<file path="src/rtl/fft_pkg.sv">
`default_nettype none
// +--------------------------------------------------------------------------+
// | fft_pkg                                                                  |
// | Shared constants, sample type, read-FSM states and index bit-reversal.   |
// | Revision: 1.0                                                            |
// +--------------------------------------------------------------------------+
package fft_pkg;

  localparam int DATA_WIDTH = 16;
  localparam int N_POINTS   = 8;
  localparam int LOG2_N     = $clog2(N_POINTS);

  typedef logic signed [DATA_WIDTH-1:0] sample_t;

  typedef enum logic {
    RD_IDLE = 1'b0,
    RD_READ = 1'b1
  } rd_state_e;

  // Reverses the low nbits of idx; bits above nbits come back as zero.
  function automatic logic [31:0] bitrev(input logic [31:0] idx, input int nbits);
    logic [31:0] r;
    r = '0;
    for (int b = 0; b < 32; b++) begin
      if (b < nbits) r[nbits-1-b] = idx[b];
    end
    return r;
  endfunction

endpackage
`default_nettype wire

</file>
<file path="src/rtl/fft_bitrev_reorder.sv">
`default_nettype none
// +--------------------------------------------------------------------------+
// | fft_bitrev_reorder                                                       |
// | Ping-pong frame buffer re-emitting natural-order frames bit-reversed.    |
// | Revision: 1.0                                                            |
// +--------------------------------------------------------------------------+
module fft_bitrev_reorder #(
  parameter int DATA_WIDTH = 16,
  parameter int N_POINTS   = 8
) (
  input  logic                         clk,
  input  logic                         arst_n,
  input  logic                         en_in,
  input  logic signed [DATA_WIDTH-1:0] src_data_in,
  input  logic                         src_valid_in,
  input  logic                         src_sop_in,
  output logic signed [DATA_WIDTH-1:0] dst_data_out,
  output logic                         dst_valid_out,
  output logic                         dst_last_out
);
  import fft_pkg::bitrev;
  import fft_pkg::rd_state_e;
  import fft_pkg::RD_IDLE;
  import fft_pkg::RD_READ;

  localparam int                LOG2_N   = $clog2(N_POINTS);
  localparam logic [LOG2_N-1:0] LAST_IDX = LOG2_N'(N_POINTS - 1);
  localparam logic [LOG2_N-1:0] IDX_ONE  = LOG2_N'(1);

  logic signed [DATA_WIDTH-1:0] bank_q [2][N_POINTS];

  logic [LOG2_N-1:0]            wr_idx_q, wr_idx_d, wr_ptr;
  logic                         wr_bank_q, wr_bank_d;
  logic [LOG2_N-1:0]            rd_idx_q, rd_idx_d, rd_addr;
  logic                         rd_bank_q, rd_bank_d;
  rd_state_e                    state_q, state_d;
  logic signed [DATA_WIDTH-1:0] data_q, data_d;
  logic                         valid_q, valid_d;
  logic                         last_q, last_d;
  logic                         accept, complete, rd_last;

  always_comb begin
    accept    = en_in & src_valid_in;
    // A start-of-frame restarts the write bank at slot 0, dropping any partial frame.
    wr_ptr    = src_sop_in ? '0 : wr_idx_q;
    complete  = accept && (wr_ptr == LAST_IDX);
    rd_last   = (state_q == RD_READ) && (rd_idx_q == LAST_IDX);
    rd_addr   = LOG2_N'(bitrev(32'(rd_idx_q), LOG2_N));

    wr_idx_d  = wr_idx_q;
    wr_bank_d = wr_bank_q;
    rd_idx_d  = rd_idx_q;
    rd_bank_d = rd_bank_q;
    state_d   = state_q;
    data_d    = data_q;
    valid_d   = valid_q;
    last_d    = last_q;

    if (accept) begin
      wr_idx_d = wr_ptr + IDX_ONE;
      if (complete) wr_bank_d = ~wr_bank_q;
    end

    if (en_in) begin
      case (state_q)
        RD_IDLE: begin
          valid_d = 1'b0;
          last_d  = 1'b0;
          if (complete) state_d = RD_READ;
        end
        RD_READ: begin
          data_d   = bank_q[rd_bank_q][rd_addr];
          valid_d  = 1'b1;
          last_d   = rd_last;
          rd_idx_d = rd_idx_q + IDX_ONE;
          if (rd_last && !complete) state_d = RD_IDLE;
        end
        default: state_d = RD_IDLE;
      endcase
      // A completion always lands on an idle reader or on its final output.
      if (complete) begin
        rd_idx_d  = '0;
        rd_bank_d = wr_bank_q;
      end
    end
  end

  always_ff @(posedge clk or negedge arst_n) begin
    if (!arst_n) begin
      for (int b = 0; b < 2; b++) begin
        for (int i = 0; i < N_POINTS; i++) begin
          bank_q[b][i] <= '0;
        end
      end
      wr_idx_q  <= '0;
      wr_bank_q <= 1'b0;
      rd_idx_q  <= '0;
      rd_bank_q <= 1'b0;
      state_q   <= RD_IDLE;
      data_q    <= '0;
      valid_q   <= 1'b0;
      last_q    <= 1'b0;
    end else begin
      if (accept) bank_q[wr_bank_q][wr_ptr] <= src_data_in;
      wr_idx_q  <= wr_idx_d;
      wr_bank_q <= wr_bank_d;
      rd_idx_q  <= rd_idx_d;
      rd_bank_q <= rd_bank_d;
      state_q   <= state_d;
      data_q    <= data_d;
      valid_q   <= valid_d;
      last_q    <= last_d;
    end
  end

  assign dst_data_out  = data_q;
  assign dst_valid_out = valid_q;
  assign dst_last_out  = last_q;

endmodule
`default_nettype wire

</file>
<file path="config.mk">
export PLATFORM = sky130hd
export DESIGN_NAME = fft_bitrev_reorder
export DESIGN_NICKNAME = d
export VERILOG_FILES = /design/src/rtl/fft_pkg.sv /design/src/rtl/fft_bitrev_reorder.sv
export SDC_FILE = /design/constraint.sdc
export NUM_CORES = 1
export LEC_CHECK = 0
export CAP_MARGIN = 15
export CORE_AREA = 5 5 186 188
export DETAILED_ROUTE_END_ITERATION = 8
export DIE_AREA = 0 0 191 193
export PLACE_DENSITY_LB_ADDON = 0.25
export REMOVE_ABC_BUFFERS = 1
export SYNTH_ARGS = -nofsm -noshare
export SYNTH_HDL_FRONTEND = slang
export SYNTH_SLANG_ARGS = --single-unit
</file>
<file path="constraint.sdc">
create_clock -name clk -period 5.4 [get_ports clk]
set_input_delay 1.62 -clock clk [delete_from_list [all_inputs] [get_ports clk]]
set_output_delay 1.62 -clock clk [all_outputs]
set_load 0.02 [all_outputs]
</file>
==> results.yml, run 1 <==
status:
  status: "finished clean"
pwr:
  power.density_nw_per_um2: 367
  power_leakage_nw: 6.56
  peakVddDrop_mv: 0.284
clock_tree:
  clock_path_buffers: 3
  cts_inserted_buffers: 31
  cts_resized: 0
  clk-insertion-delay-late_ns: 0.55
  clock-root-buffer: "clkbuf_16"
  cts_tree: "yes"
  cts_setup_buffers: 0
  ctsHoldBuffers: 0
  cts.clk_slew.worst_paths_ns: 0.06
  clkSinkCount: 283
  htreeDepth: 1
grt:
  met3_usage_pct: 2.27
  met1_usage_pct: 26.5
  antenna_found_initial: 0
  grt_pass1_wl_um: 48800
  use_met2_pct: 25.8
  gr-total-overflow: 0
  grt_max_degree: 126
  grt.total_usage_pct: 17.0
  grt_pass1_vias: 7896
  busiest_layer: "met1"
detailed_routing:
  drc_errors: 0
  ant_nets: 0
  num_vias: 7671
  dr.pass1.iters: 4
  routed_wl_um: 31000
  routed_via_density: 5.28
  wl_per_cell_um: 21.3
  drt_iter0_markers: 469
logic_synthesis:
  netlist_area_um2: 12800
  syn_inst: 961
  synth_warnings: 0
  seq_area_frac_synth_pct: 55.2
  synth_edf_count: 0
  synth_top_cell_area_share_pct: 55.2
  ys_types: 32
  synth.ff_latch_count: 283
  synth_ff_type: "dfrtp_1"
  syn-mean-instance-area_um2: 13.3
  ys_top_cells_by_area: "dfrtp_1 (55%), mux2_2 (22%), mux2i_1 (10%), a22oi_1 (2.1%), nand2_1 (2.0%)"
  async_flop_share_pct: 100
  synth_top_area_cell: "dfrtp_1"
placed_design:
  gp_congestion: 0.731
  place_area_um2: 13700
  dp_hpwl_um: 17200
  place_ws_ns: 0.963
  io_buffers: 38
  dp.cells: 1396
setup_path:
  arrival_ns: 4.32
  critPathLaunchType: "input port"
  cp_max_fo: 16
  crit_path_end_kind: "register"
  worstPathRequired_ns: 5.82
  criticalPathCategory: "in -> reg"
die:
  std_cell_rows: 67
  chipWidth_um: 191
  design.die.area_um2: 36900
  die_h_um: 193
  initial_core_util_pct: 38.9
  core-area_um2: 32900
  top_level_ports: 39
final_layout:
  final_cell_mix: "dfrtp_1 (282), mux2_2 (250), mux2i_1 (128)"
  drive_gt1_share_pct: 34.6
  area_growth_pct: 15.0
  diodes: 0
  final_area_um2: 14700
  fin_cells: 1453
  final_core_util_pct: 44.7
  num-fill-cells: 3018
  layout.cells.most_common: "dfrtp_1"
  nets: 1006
sta:
  setup_slack_ns: 1.50
  rsz0062_at_grt: "no"
  hold_violations: 0
  finalCritPeriodShare_pct: 72.3
  tightest_slew_ns: 1.04
  fin_crit_ns: 3.90
  fin_tns_setup_ns: 0
  setup_viol: 0
  clock-skew-final_ns: 0.0230
  slew_headroom_pct: 30.6
  max_clock_freq_ghz: 0.256
  slew_violations: 0
run:
  cap_violations: 0
worst_hold_path:
  worstHoldPathType: "reg -> reg"
critical path: stages:
cell and delay [ns]:
clkdlybuf4s50_1 0.69, nand2_1 0.26, or3b_1 0.52, or3_1 0.77
mux2_4 0.45
routing by layer:
metal  up-vias  wire (um)
met5         -          0
met4         0        454
met3        39       1690
met2       146      13700
met1      4003      15200
li1       3483          -
power by group:
group | internal (mW) | switching, mW | leakage (nW) | total [mW]
Clock | 1.26 | 0.833 | 0.509 | 2.09
Combinational | 0.393 | 0.301 | 2.22 | 0.694
Sequential | 2.44 | 0.180 | 3.83 | 2.62
Total | 4.09 | 1.31 | 6.56 | 5.41
synth_stat cells (3+ instances only):
cell type  number
a21oi_1        16
a22oi_1        36
buf_1          13
buf_2          11
clkbuf_1       49
dfrtp_1       283
ha_1            4
mux2_2        250
mux2_4         10
mux2i_1       128
nand2_1        68
nand3_1        38
nand4_1        13
nor2_1          7
nor2_2          3
nor2b_1         7
o21ai_0         4
or3_1           3
sequential cells by signal, summed over array words and instances, names as in the netlist:
name,flops
rd_bank_q,1
rd_idx_q,3
dst_last_out,1
dst_data_out,16
dst_valid_out,1
bank_q,256
state_q,1
wr_idx_q,3
wr_bank_q,1
final cells by class:
cell class                 count  area, um^2  share of cell area [%]
tap                          448         561                    3.80
clock inverter                10         104                   0.705
multi-input combinational    601        5450                    37.0
sequential                   283        7090                    48.1
clock buffer                  47         916                    6.21
inverter                       2        7.51                  0.0509
timing repair buffer          62         616                    4.18
through the flow:
step,hold slack [ns],total power [mW]
2_1_floorplan,0.479,3.08
3_3_place_gp,0.478,3.34
3_5_place_dp,0.476,3.36
4_1_cts,0.490,5.48
5_1_grt,0.509,5.68
6_report,0.480,5.41
cells by family (layout without fill, tap and decap cells):
group	after synthesis	after routing	synth area share (%)
buf+inv	77	121	2.55
flops	283	283	55.2
compound gates	59	59	3.09
simple gates	149	149	5.52
fa+ha+maj	4	4	0.390
xor+xnor	1	1	0.0683
mux	388	388	33.1
worst paths after layout:
kind | start | to | slack [ns] | cells past startpoint
max in group asynchronous | arst_n | dst_data_out[1]$_DFFE_PN0P_ | 3.22 | 2
min in group asynchronous | arst_n | bank_q[41]$_DFFE_PN0P_ | 1.14 | 1
worst min-delay path | dst_data_out[8]$_DFFE_PN0P_ | dst_data_out[8]$_DFFE_PN0P_ | 0.48 | 2
worst min register to register | dst_data_out[8]$_DFFE_PN0P_ | dst_data_out[8]$_DFFE_PN0P_ | 0.48 | 2
worst max-delay path | en_in | bank_q[232]$_DFFE_PN0P_ | 1.50 | 5
worst max register to register | wr_idx_q[0]$_DFFE_PN0P_ | bank_q[232]$_DFFE_PN0P_ | 2.98 | 4
Note: power is estimated with default switching activity, not from simulation.
==> run 2: changes to the inputs <==
- clock period: 5.4 -> 3.7 ns (I/O delays scaled with it)
==> results.yml, run 2 (synthesized netlist as in run 1, its figures left out) <==
status:
  status: "finished clean"
final_layout:
  final_core_util_pct: 45.2
  multi_input_area_um2: 5450
  diodes: 0
  area_growth_pct: 16.1
  fin_cells: 1468
  layout.cells.most_common: "dfrtp_1"
  nets: 1026
  drive_gt1_share_pct: 35.8
  regMostFlops: "bank_q"
  seqCellArea_um2: 7090
  num-fill-cells: 2995
  final_cell_mix: "dfrtp_1 (282), mux2_2 (250), mux2i_1 (128)"
  largest_reg_flops: 256
grt:
  gr-total-overflow: 0
  antenna_found_initial: 0
  use_met2_pct: 27.1
  grt_pass1_vias: 8203
  met3_usage_pct: 2.09
  grt.total_usage_pct: 17.2
  met1_usage_pct: 25.6
  grt_pass1_wl_um: 49400
  busiest_layer: "met2"
  grt_max_degree: 83
pwr:
  peakVddDrop_mv: 0.329
  power_leakage_nw: 6.65
  power.density_nw_per_um2: 528
sta:
  clock-skew-final_ns: 0.0122
  hold_violations: 0
  slew_headroom_pct: 25.6
  fin_crit_ns: 2.85
  max_clock_freq_ghz: 0.351
  slew_violations: 0
  tightest_slew_ns: 1.11
  setup_viol: 0
  rsz0062_at_grt: "no"
  finalCritPeriodShare_pct: 76.9
die:
  top_level_ports: 39
  initial_core_util_pct: 38.9
  std_cell_rows: 67
  die_h_um: 193
  core-area_um2: 32900
  design.die.area_um2: 36900
  chipWidth_um: 191
placed_design:
  dp_hpwl_um: 18100
  dp.cells: 1417
  io_buffers: 38
  gp_congestion: 0.746
setup_path:
  crit_path_end_kind: "register"
  critPathLaunchType: "input port"
  criticalPathCategory: "in -> reg"
  cp_max_fo: 10
  arrival_ns: 3.28
  worstPathRequired_ns: 4.13
detailed_routing:
  dr.pass1.iters: 7
  routed_wl_um: 30800
  wl_per_cell_um: 21.0
  ant_nets: 0
  drt_iter0_markers: 304
  drc_errors: 0
  num_vias: 7679
  routed_via_density: 5.23
clock_tree:
  htreeDepth: 1
  clock-root-buffer: "clkbuf_16"
  clk-insertion-delay-late_ns: 0.55
  cts_setup_buffers: 0
  clkSinkCount: 283
  cts_inserted_buffers: 30
  ctsHoldBuffers: 0
  cts_resized: 0
  cts_tree: "yes"
  clock_path_buffers: 3
  cts.clk_slew.worst_paths_ns: 0.06
run:
  cap_violations: 0
worst_hold_path:
  worstHoldPathType: "reg -> reg"
-- run 2: path summary, 6_finish.rpt --
kind	from	end	slack, ns	cells after the start
min in group asynchronous	arst_n	bank_q[121]$_DFFE_PN0P_	0.56	1
max	src_valid_in	bank_q[236]$_DFFE_PN0P_	0.85	6
max reg2reg	rd_idx_q[2]$_DFFE_PN0P_	dst_data_out[7]$_DFFE_PN0P_	1.35	5
max in group asynchronous	arst_n	bank_q[94]$_DFFE_PN0P_	2.31	2
min reg2reg	dst_data_out[3]$_DFFE_PN0P_	dst_data_out[3]$_DFFE_PN0P_	0.48	2
min	dst_data_out[3]$_DFFE_PN0P_	dst_data_out[3]$_DFFE_PN0P_	0.48	2
-- run 2: power by group --
part | total (mW) | switching, mW | leakage, nW | internal (mW)
Clock | 3.01 | 1.18 | 0.494 | 1.83
Combinational | 1.02 | 0.442 | 2.33 | 0.579
Sequential | 3.83 | 0.264 | 3.83 | 3.56
Total | 7.86 | 1.88 | 6.65 | 5.97
-- run 2: layout make-up --
type                            count  share of cell area (%)
Clock inverter                      5                   0.504
Sequential cell                   283                    47.6
Timing Repair Buffer               83                    5.28
Inverter                            2                  0.0504
Tap cell                          448                    3.77
Multi-Input combinational cell    601                    36.6
Clock buffer                       46                    6.19
-- run 2: layer usage --
layer  wire length (um)  vias to the layer above
li1                   -                     3520
met1              15300                     4014
met2              13900                      103
met3               1010                       42
met4                572                        0
met5                  0                        -
-- run 2: metrics by stage --
stage	TNS [ns]	total power [mW]	hold slack [ns]	cell area, um^2	worst slack (ns)
6_report	0	7.86	0.483	14900	0.854
5_1_grt	0	8.24	0.510	14900	0.775
4_1_cts	0	7.95	0.487	14900	0.884
3_5_place_dp	0	4.92	0.472	13900	0.312
3_3_place_gp	0	4.88	0.467	13900	0.333
2_1_floorplan	-23.16	4.49	0.479	12500	-1.36
-- run 2: critical path, stage by stage --
cell             delay, ns
clkdlybuf4s50_1       0.54
nand2_1               0.18
or3b_1                0.54
or3_1                 0.37
buf_4                 0.22
mux2_4                0.31
